File: config.mk
export PLATFORM = sky130hd
export DESIGN_NAME = stage3
export DESIGN_NICKNAME = d
export VERILOG_FILES = /design/src/rtl/stage3.sv
export SDC_FILE = /design/constraint.sdc
export NUM_CORES = 1
export LEC_CHECK = 0
export ABC_AREA = 1
export CAP_MARGIN = 20
export CORE_MARGIN = 2
export CORE_UTILIZATION = 43
export DETAILED_ROUTE_END_ITERATION = 6
export GPL_ROUTABILITY_DRIVEN = 0
export PLACE_DENSITY_LB_ADDON = 0.08
export SLEW_MARGIN = 25
export SYNTH_ARGS = -nofsm -noshare
export SYNTH_HDL_FRONTEND = slang
export SYNTH_SLANG_ARGS = --single-unit
File: constraint.sdc
create_clock -name clk -period 5.8 [get_ports clk]
set_input_delay 0.87 -clock clk [delete_from_list [all_inputs] [get_ports clk]]
set_output_delay 0.87 -clock clk [all_outputs]
set_load 0.01 [all_outputs]
File: src/rtl/stage3.sv
// Memory/writeback stage: captures an executed instruction, runs the data-memory handshake
// and drives the register-file write port. Define STAGE3_MISALIGN_TRAP_EN to trap misaligned accesses.
module stage3 (
    input  logic        clk,
    input  logic        rst,
    input  logic        in_valid,
    input  logic [31:0] instruction_in,
    input  logic [31:0] alu_result,
    input  logic [31:0] mem_data_in,
    input  logic [31:0] immediate_in,
    input  logic [31:0] pc_plus_4_in,
    output logic        stall,
    output logic        dmem_req,
    output logic [3:0]  dmem_we,
    output logic [31:0] dmem_addr,
    output logic [31:0] dmem_wdata,
    input  logic        dmem_ready,
    input  logic        dmem_rvalid,
    input  logic [31:0] dmem_rdata,
    output logic        rd_we,
    output logic [4:0]  rd_addr,
    output logic [31:0] rd_data
`ifdef STAGE3_MISALIGN_TRAP_EN
    ,
    output logic        misaligned
`endif
);

    localparam logic [6:0] OpLoad  = 7'b0000011;
    localparam logic [6:0] OpStore = 7'b0100011;
    localparam logic [6:0] OpLui   = 7'b0110111;
    localparam logic [6:0] OpJal   = 7'b1101111;
    localparam logic [6:0] OpJalr  = 7'b1100111;
    localparam logic [6:0] OpAluI  = 7'b0010011;
    localparam logic [6:0] OpAluR  = 7'b0110011;
    localparam logic [6:0] OpAuipc = 7'b0010111;

`ifdef STAGE3_MISALIGN_TRAP_EN
    localparam bit TrapEn = 1'b1;
`else
    localparam bit TrapEn = 1'b0;
`endif

    typedef enum logic [1:0] {StIdle, StMemReq, StMemWait, StWb} state_e;

    state_e      state_q;
    logic [31:0] instr_q, alu_q, wdata_q, imm_q, pc4_q, load_q;
    logic        mis_q;

    logic        capture, in_is_mem, in_mis;
    logic [6:0]  in_op, op_q;
    logic [2:0]  f3_q;
    logic        is_load, is_store, wb_en;
    logic [31:0] shifted, load_ext;

    assign in_op     = instruction_in[6:0];
    assign in_is_mem = (in_op == OpLoad) || (in_op == OpStore);
    assign capture   = in_valid && !stall;

    // Size lives in funct3[1:0] for both loads and stores
    always_comb begin
        in_mis = 1'b0;
        if (TrapEn && in_is_mem) begin
            unique case (instruction_in[13:12])
                2'b01:   in_mis = alu_result[0];
                2'b10:   in_mis = (alu_result[1:0] != 2'b00);
                default: in_mis = 1'b0;
            endcase
        end
    end

    always_ff @(posedge clk or posedge rst) begin
        if (rst) begin
            state_q <= StIdle;
            instr_q <= '0;
            alu_q   <= '0;
            wdata_q <= '0;
            imm_q   <= '0;
            pc4_q   <= '0;
            load_q  <= '0;
            mis_q   <= 1'b0;
        end else if (capture) begin
            instr_q <= instruction_in;
            alu_q   <= alu_result;
            wdata_q <= mem_data_in;
            imm_q   <= immediate_in;
            pc4_q   <= pc_plus_4_in;
            mis_q   <= in_mis;
            state_q <= (in_is_mem && !in_mis) ? StMemReq : StWb;
        end else begin
            unique case (state_q)
                StMemReq: begin
                    if (dmem_ready) begin
                        if (is_store) begin
                            state_q <= StWb;
                        end else if (dmem_rvalid) begin
                            load_q  <= dmem_rdata;
                            state_q <= StWb;
                        end else begin
                            state_q <= StMemWait;
                        end
                    end
                end
                StMemWait: begin
                    if (dmem_rvalid) begin
                        load_q  <= dmem_rdata;
                        state_q <= StWb;
                    end
                end
                StWb:    state_q <= StIdle;
                default: state_q <= StIdle;
            endcase
        end
    end

    assign op_q     = instr_q[6:0];
    assign f3_q     = instr_q[14:12];
    assign is_load  = (op_q == OpLoad);
    assign is_store = (op_q == OpStore);
    assign wb_en    = is_load || (op_q == OpLui) || (op_q == OpJal) || (op_q == OpJalr) ||
                      (op_q == OpAluI) || (op_q == OpAluR) || (op_q == OpAuipc);

    assign stall     = (state_q == StMemReq) || (state_q == StMemWait);
    assign dmem_req  = (state_q == StMemReq);
    assign dmem_addr = {alu_q[31:2], 2'b00};

    always_comb begin
        dmem_we = 4'b0000;
        unique case (f3_q[1:0])
            2'b00:   dmem_wdata = {4{wdata_q[7:0]}};
            2'b01:   dmem_wdata = {2{wdata_q[15:0]}};
            default: dmem_wdata = wdata_q;
        endcase
        if (dmem_req && is_store) begin
            unique case (f3_q[1:0])
                2'b00:   dmem_we = 4'b0001 << alu_q[1:0];
                2'b01:   dmem_we = alu_q[1] ? 4'b1100 : 4'b0011;
                2'b10:   dmem_we = 4'b1111;
                default: dmem_we = 4'b0000;
            endcase
        end
    end

    assign shifted = load_q >> {alu_q[1:0], 3'b000};

    always_comb begin
        unique case (f3_q)
            3'b000:  load_ext = {{24{shifted[7]}}, shifted[7:0]};
            3'b001:  load_ext = {{16{shifted[15]}}, shifted[15:0]};
            3'b100:  load_ext = {24'd0, shifted[7:0]};
            3'b101:  load_ext = {16'd0, shifted[15:0]};
            default: load_ext = load_q;
        endcase
        if (is_load) begin
            rd_data = load_ext;
        end else if (op_q == OpLui) begin
            rd_data = imm_q;
        end else if ((op_q == OpJal) || (op_q == OpJalr)) begin
            rd_data = pc4_q;
        end else begin
            rd_data = alu_q;
        end
    end

    assign rd_addr = instr_q[11:7];
    assign rd_we   = (state_q == StWb) && wb_en && (rd_addr != 5'd0) && !mis_q;

`ifdef STAGE3_MISALIGN_TRAP_EN
    assign misaligned = (state_q == StWb) && mis_q;
`endif

endmodule

==> results of run 1 <==
power by group through the flow:
stage | clock network, mW | registers (mW) | logic (mW)
after floorplan | 0 | 2.14 | 2.45
after detailed placement | 0 | 2.30 | 3.63
after global placement | 0 | 2.29 | 3.57
final | 1.11 | 2.29 | 3.63
after CTS | 1.13 | 2.29 | 3.65
after global routing | 1.19 | 2.36 | 4.06
through the flow:
stage          worst slack (ps)  cells  power, mW  cell area [µm²]
2_1_floorplan             128.1   1339      4.581             9693
3_3_place_gp               1918   1795      5.867            12210
3_5_place_dp               1908   1795      5.928            12220
4_1_cts                    1410   1825      7.070            12770
5_1_grt                    1166   1826      7.607            12770
6_report                   1494   1826      7.028            12770
per-layer routing:
| metal | share of wire, % | track usage, % |
|---|---|---|
| met1 | 44 | 34.25 |
| met2 | 47 | 41.36 |
| met3 | 7.8 | 6.990 |
| met4 | 1.7 | 6.008 |
| met5 | 0 | 0 |
state kept, by name (all words and copies together) (netlist names):
name,count
pc4_q,32
load_q,32
alu_q,32
wdata_q,32
instr_q,15
imm_q,32
state_q,2
area by class of cell:
class                           instances  area (µm²)  area share [%]
Tap cell                              280       350.3           2.743
Inverter                              103       401.6           3.145
Timing Repair Buffer                  292        2905           22.75
Clock inverter                         11       107.6          0.8426
Antenna cell                            1       2.502         0.01960
Clock buffer                           19       442.9           3.469
Multi-Input combinational cell        943        4130           32.34
Sequential cell                       177        4429           34.69
final timing paths:
path                                   startpoint                 endpoint  slack, ps  cells after the start
setup / recovery           instr_q[6]$_DFFE_PP0P_               rd_data[6]       1490                      8
hold / removal               imm_q[6]$_DFFE_PP0P_     imm_q[6]$_DFFE_PP0P_        480                      2
setup reg to reg           state_q[0]$_DFFE_PP0P_  wdata_q[13]$_DFFE_PP0P_       2870                      8
hold reg to reg              imm_q[6]$_DFFE_PP0P_     imm_q[6]$_DFFE_PP0P_        480                      2
max in group asynchronous                     rst   instr_q[1]$_DFFE_PP0P_       3640                      3
min in group asynchronous                     rst    alu_q[11]$_DFFE_PP0P_        930                      2
Yosys cell counts (2+ instances only):
library cell | instances | share of area, %
buf_1 | 5 | 0.19
inv_1 | 92 | 3.6
inv_2 | 10 | 0.39
nand3_2 | 16 | 1.7
a21oi_1 | 5 | 0.26
nand2_4 | 4 | 0.46
nor2_1 | 70 | 2.7
buf_6 | 5 | 0.58
nor2_4 | 7 | 0.81
o211ai_1 | 8 | 0.62
nand2_2 | 7 | 0.45
nand3_1 | 111 | 5.7
ha_1 | 3 | 0.39
o21ai_0 | 119 | 6.1
buf_4 | 48 | 3.7
nor2_2 | 2 | 0.13
clkbuf_1 | 23 | 0.89
buf_12 | 2 | 0.41
dfrtp_1 | 177 | 46
nand2_1 | 583 | 23
nand3b_1 | 2 | 0.15
buf_2 | 30 | 1.5
kinds of logic (layout without fill, tap and decap cells):
logic type               after synthesis  count (layout)  share of synthesized area (%)
AO/OA/AOI/OAI                        133             133                          7.115
other                                  1               3                        0.03870
AND/OR/NAND/NOR                      805             805                          35.02
adder cells (fa/ha/maj)                3               3                         0.3874
buffers and inverters                219             425                          11.73
flip-flops                           177             177                          45.71
worst max-delay path, stage by stage, from the launching register on:
cell,delay [ps]
dfrtp_1,420
nand2_1,110
nor2_4,460
nand2_1,590
buf_4,410
o21ai_0,260
nand2_1,80
nand3_1,100
clkdlybuf4s50_1,560
==> results.md, run 1 <==
- Hold_ws: 477.3 ps
- Total Wirelength: 30020 µm
- Status: finished clean
- Residual DRC: 0
- Max-cap viol count: 0
- Min cycle time layout: between 4000 and 5000 ps
- Sequential fraction of the synthesis area: between 40 and 50%
- Leak: 6.335 nW
- Clk_skew: roughly 7.1 ps
- Number of global-route vias before repair: about 8700
- Switching Fraction: between 40% and 50%
- Area of the core: ~0.022 mm²
- Worst setup SP type: flip-flop
- Io pins: approximately 310
- HPWL after DPL: approximately 21000 µm
- Total negative slack: 0 ps
- Req. time, crit path: just under 5000 ps
- Largest net degree at the start of global routing: between 150 and 200
- Total gr overflow: 0
- Clock net sink count: about 180
- Yosys reg bits: 177
- Clock Latency Late Sink: between 400 and 500 ps
- Maximum clock frequency: around 230 MHz
- Initial antenna violation count: 1
- Slew HR: about two fifths
- Transition time of the tightest slew-check pin: approximately 900 ps
- Hold crit path type: reg2reg
- Number of synthesized flops with an enable pin: 0
- ANT nets after route: 0
- Post-Synthesis Cells: 1338
- Filler cells: ~2100
- Die area: 0.02375 mm²
- RSZ-0062 raised after global routing: no
- Post-CTS Setup Bufs: 0
- # setup viols final: 0
- Root buffer cell: clkbuf_16
- Initial core utilization: 44.13%
- Synth warn: 0
- Gr usage total: 25.54%
- Post-synth ARST share: between 90% and 100%
- Kind of critical path: reg2out
- H-tree Lvls: 4
- Nets: around 1700
- Final Core Density: approximately 58%
- Hold buffer count at CTS: 0
- DR iter-0 viols: a little under 600
- Commonest non-fill, non-tap cell in the layout: nand2_1
- Clock Power Share: between 15 and 20%
- Reg power frac: about a third
- Fin. Hold Viols: 0
- Via/cell ratio: 4.922
- Final Cycle Share: around 74%
- Clk buf depth: 2
- Top_reg_cell synth: dfrtp_1
- TritonCTS clock tree: done
- Post-DR wirelength/cell: 16.44 µm
- Die height: 154.1 µm
- Area delta synth->final: 31.79%
- Part of the power in combinational logic: 51.6%
- Net Sw Power: between 3 and 4 mW
- First-pass GRT wire length: between 40000 and 50000 µm
- TritonCTS Buffers: 17
- Peak VDD IR: between 0.0003 and 0.0004 V
- Most frequent cells in the layout: 582 x nand2_1, 285 x clkdlybuf4s50_1, 177 x dfrtp_1, 119 x o21ai_0, 111 x nand3_1
- Synth Area per Inst: 7.242 µm²
- DRT Pass-1 Iters: 6
- Post-synth cell types: 31
- Via count: 8987
- Row count: between 50 and 60
- Mapped cell area: just under 0.01 mm²
- CTS clock-pin slew for the worst setup and hold paths: 70 ps
- Pint: roughly 4.0 mW
- Worst Path Max Fanout: 25
- Final max-slew violation count: 0
- Crit. End Element: output port
- Layout cell share with drive strength beyond 1: 5.631%
- DIE WIDTH: 154.1 µm
- # port buffers: ~290
- PostCTS Resize Cnt: 0
- Power per cell area: about 550 mW/mm²
- Critical Path AT: roughly 3400 ps
No activity file was read; power rests on OpenSTA's default activity.
==> inputs of run 2 (changes only) <==
Clock period 5.8 ns to 3.85 ns, I/O delays scaled along.
==> results.md, run 2 (same netlist as run 1, synthesis figures left out) <==
- Status: finished clean
- Hold_ws: 479.7 ps (+2.379 ps)
- Maximum clock frequency: approximately 300 MHz
- Filler cells: 2105 (+1.5%)
- Area of the core: 0.02196 mm² (unchanged)
- HPWL after DPL: 21570 µm (+0.88%)
- Final Cycle Share: ~87%
- Placed cell areas: 0.01228 mm² (+0.48%)
- Transition time of the tightest slew-check pin: 690.0 ps (-213.3 ps)
- # setup viols final: 0 (unchanged)
- Critical Path Max Stage Delay: 560 ps (-30 ps)
- Reg-to-Reg Start: state_q[0]$_DFFE_PP0P_
- Clk buf depth: 2 (unchanged)
- Initial antenna violation count: 1 (unchanged)
- Flop-to-flop setup slack: 1710 ps (-1160 ps)
- Final std cells w/o fill: 1835 (+0.49%)
- TritonCTS Buffers: 17 (unchanged)
- H-tree Lvls: 4 (unchanged)
- Min cycle time layout: 3360 ps
- Power per cell area: 841.9 mW/mm² (+53%)
- Critical Path AT: 2780 ps (-660 ps)
- Clock Latency Late Sink: 440 ps (about the same)
- Die area: 0.02375 mm² (unchanged)
- Residual DRC: 0 (unchanged)
- Leak: 6.410 nW (+1.2%)
- R2R depth: 6 (-2)
- Worst Path Max Fanout: 26 (+4.0%)
- Total gr overflow: 0 (unchanged)
- Hold crit path type: reg2reg
- Crit. End Element: output port
- ANT nets after route: 0 (unchanged)
- Slew HR: 54.00% (+14 points)
- Post-DR wirelength/cell: 16.46 µm (+0.15%)
- DR iter-0 viols: 828 (+39%)
- Final max-slew violation count: 0 (unchanged)
- Layout cell share with drive strength beyond 1: 6.242% (+0.61 points)
- Die height: 154.1 µm (unchanged)
- Via count: 9118 (+1.5%)
- First-pass GRT wire length: 47410 µm (+0.44%)
- Row count: 54 (unchanged)
- Nets: 1741 (+0.40%)
- Gr usage total: 25.45% (-0.090 points)
- Number of global-route vias before repair: 8800 (+0.84%)
- Req. time, crit path: 3270 ps (-1660 ps)
- Clk_skew: 12.43 ps (+5.312 ps)
- Crit-path cells: inv_2 -> nor2_2 -> nand3b_4 -> nand2_2 -> inv_1 -> nand2_1 -> nand3_1 -> clkdlybuf4s50_1
- Largest net degree at the start of global routing: 115 (-37%)
- Peak VDD IR: 0.0004352 V (+43%)
- Worst setup SP type: flip-flop
- Post-CTS Setup Bufs: 0 (unchanged)
- Delay-heaviest family, CP: simple AND/OR/NAND/NOR gates
- Placed cell count: 1802 (+0.39%)
- Io pins: 305 (unchanged)
- RSZ-0062 raised after global routing: no
- Initial core utilization: 44.13% (unchanged)
- Final Cell Area: 0.01291 mm² (+1.1%)
- DIE WIDTH: 154.1 µm (unchanged)
- Crit path launch: instr_q[4]$_DFFE_PP0P_
- PostCTS Resize Cnt: 0 (unchanged)
- Crit path buf inv count: 3 (+1)
- # port buffers: 285 (unchanged)
- Critical R2R Capture: imm_q[9]$_DFFE_PP0P_
- Levels on crit path: 8 (unchanged)
- Fin. Hold Viols: 0 (unchanged)
- CTS clock-pin slew for the worst setup and hold paths: 70 ps (about the same)
- TritonCTS clock tree: done
- Root buffer cell: clkbuf_16
- Commonest non-fill, non-tap cell in the layout: nand2_1
- Total Wirelength: 30210 µm (+0.64%)
- Kind of critical path: reg2out
- CP max-delay cell: clkdlybuf4s50_1
- Via/cell ratio: 4.969 (+0.96%)
- Total negative slack: 0 ps (unchanged)
- Clock net sink count: 177 (unchanged)
- DRT Pass-1 Iters: 6 (unchanged)
- Max-cap viol count: 0 (unchanged)
- Area delta synth->final: 33.25%
- Hold buffer count at CTS: 0 (unchanged)
- Most frequent cells in the layout: 582 x nand2_1, 285 x clkdlybuf4s50_1, 177 x dfrtp_1, 119 x o21ai_0, 111 x nand3_1
- CP Capture Point: rd_data[0]
run 2: cell types whose count changed in the layout (fill, tap and decap cells not counted), sizes merged:
cell,previous run,this run
buf,7,14
bufinv,1,3
clkbuf,19,18
clkinv,6,4
inv,105,108
run 2: area by class of cell:
class	count	area, µm²	share of cell area (%)
repair buffers	299	2970	23.01
flip-flops and latches	177	4429	34.31
diodes	1	2.502	0.01938
clock inverters	14	193.9	1.502
well taps	280	350.3	2.713
multi-input cells	943	4130	31.99
clock buffers	18	439.2	3.401
inverters	103	395.4	3.062
run 2: per-layer routing:
metal  track usage (%)  wire length, µm  vias to the layer above
met2             40.08            14070                      350
met4             8.233              642                        0
met3             6.426             2383                       40
li1                  -                -                     4517
met1             34.52            13120                     4211
met5                 0                0                        -
run 2: how the worst min path moves through the flow:
stage	start	to	slack [ps]	depth (start not counted)
floorplan	pc4_q[31]$_DFFE_PP0P_	pc4_q[31]$_DFFE_PP0P_	440	2
global placement	load_q[4]$_DFFE_PP0P_	load_q[4]$_DFFE_PP0P_	460	2
detailed placement	load_q[4]$_DFFE_PP0P_	load_q[4]$_DFFE_PP0P_	460	2
CTS	load_q[0]$_DFFE_PP0P_	load_q[0]$_DFFE_PP0P_	480	2
global route	load_q[6]$_DFFE_PP0P_	load_q[6]$_DFFE_PP0P_	490	2
finish	load_q[4]$_DFFE_PP0P_	load_q[4]$_DFFE_PP0P_	480	2
run 2: metrics by stage:
stage / utilization, % / power (mW) / worst slack, ps
CTS: 58.79 / 10.94 / 446.9
detailed placement: 55.90 / 8.982 / 935.4
floorplan: - / 6.902 / 1006
finish: 58.80 / 10.87 / 490.4
global placement: 55.90 / 8.899 / 950.4
global route: 58.80 / 11.72 / 254.7
run 2: power by group:
group          leakage, nW  total (mW)  switching (mW)  internal [mW]
clock                0.309        1.89           0.829           1.07
combinational         3.92        5.55            3.23           2.31
sequential            2.18        3.43           0.648           2.78
total                 6.41        10.9            4.71           6.16
run 2: worst min-delay path, delay by kind of cell, from the launching register on:
| family | cells | cell delay, ps |
|---|---|---|
| flip-flops | 1 | 340 |
| AND/OR/NAND/NOR | 2 | 110 |
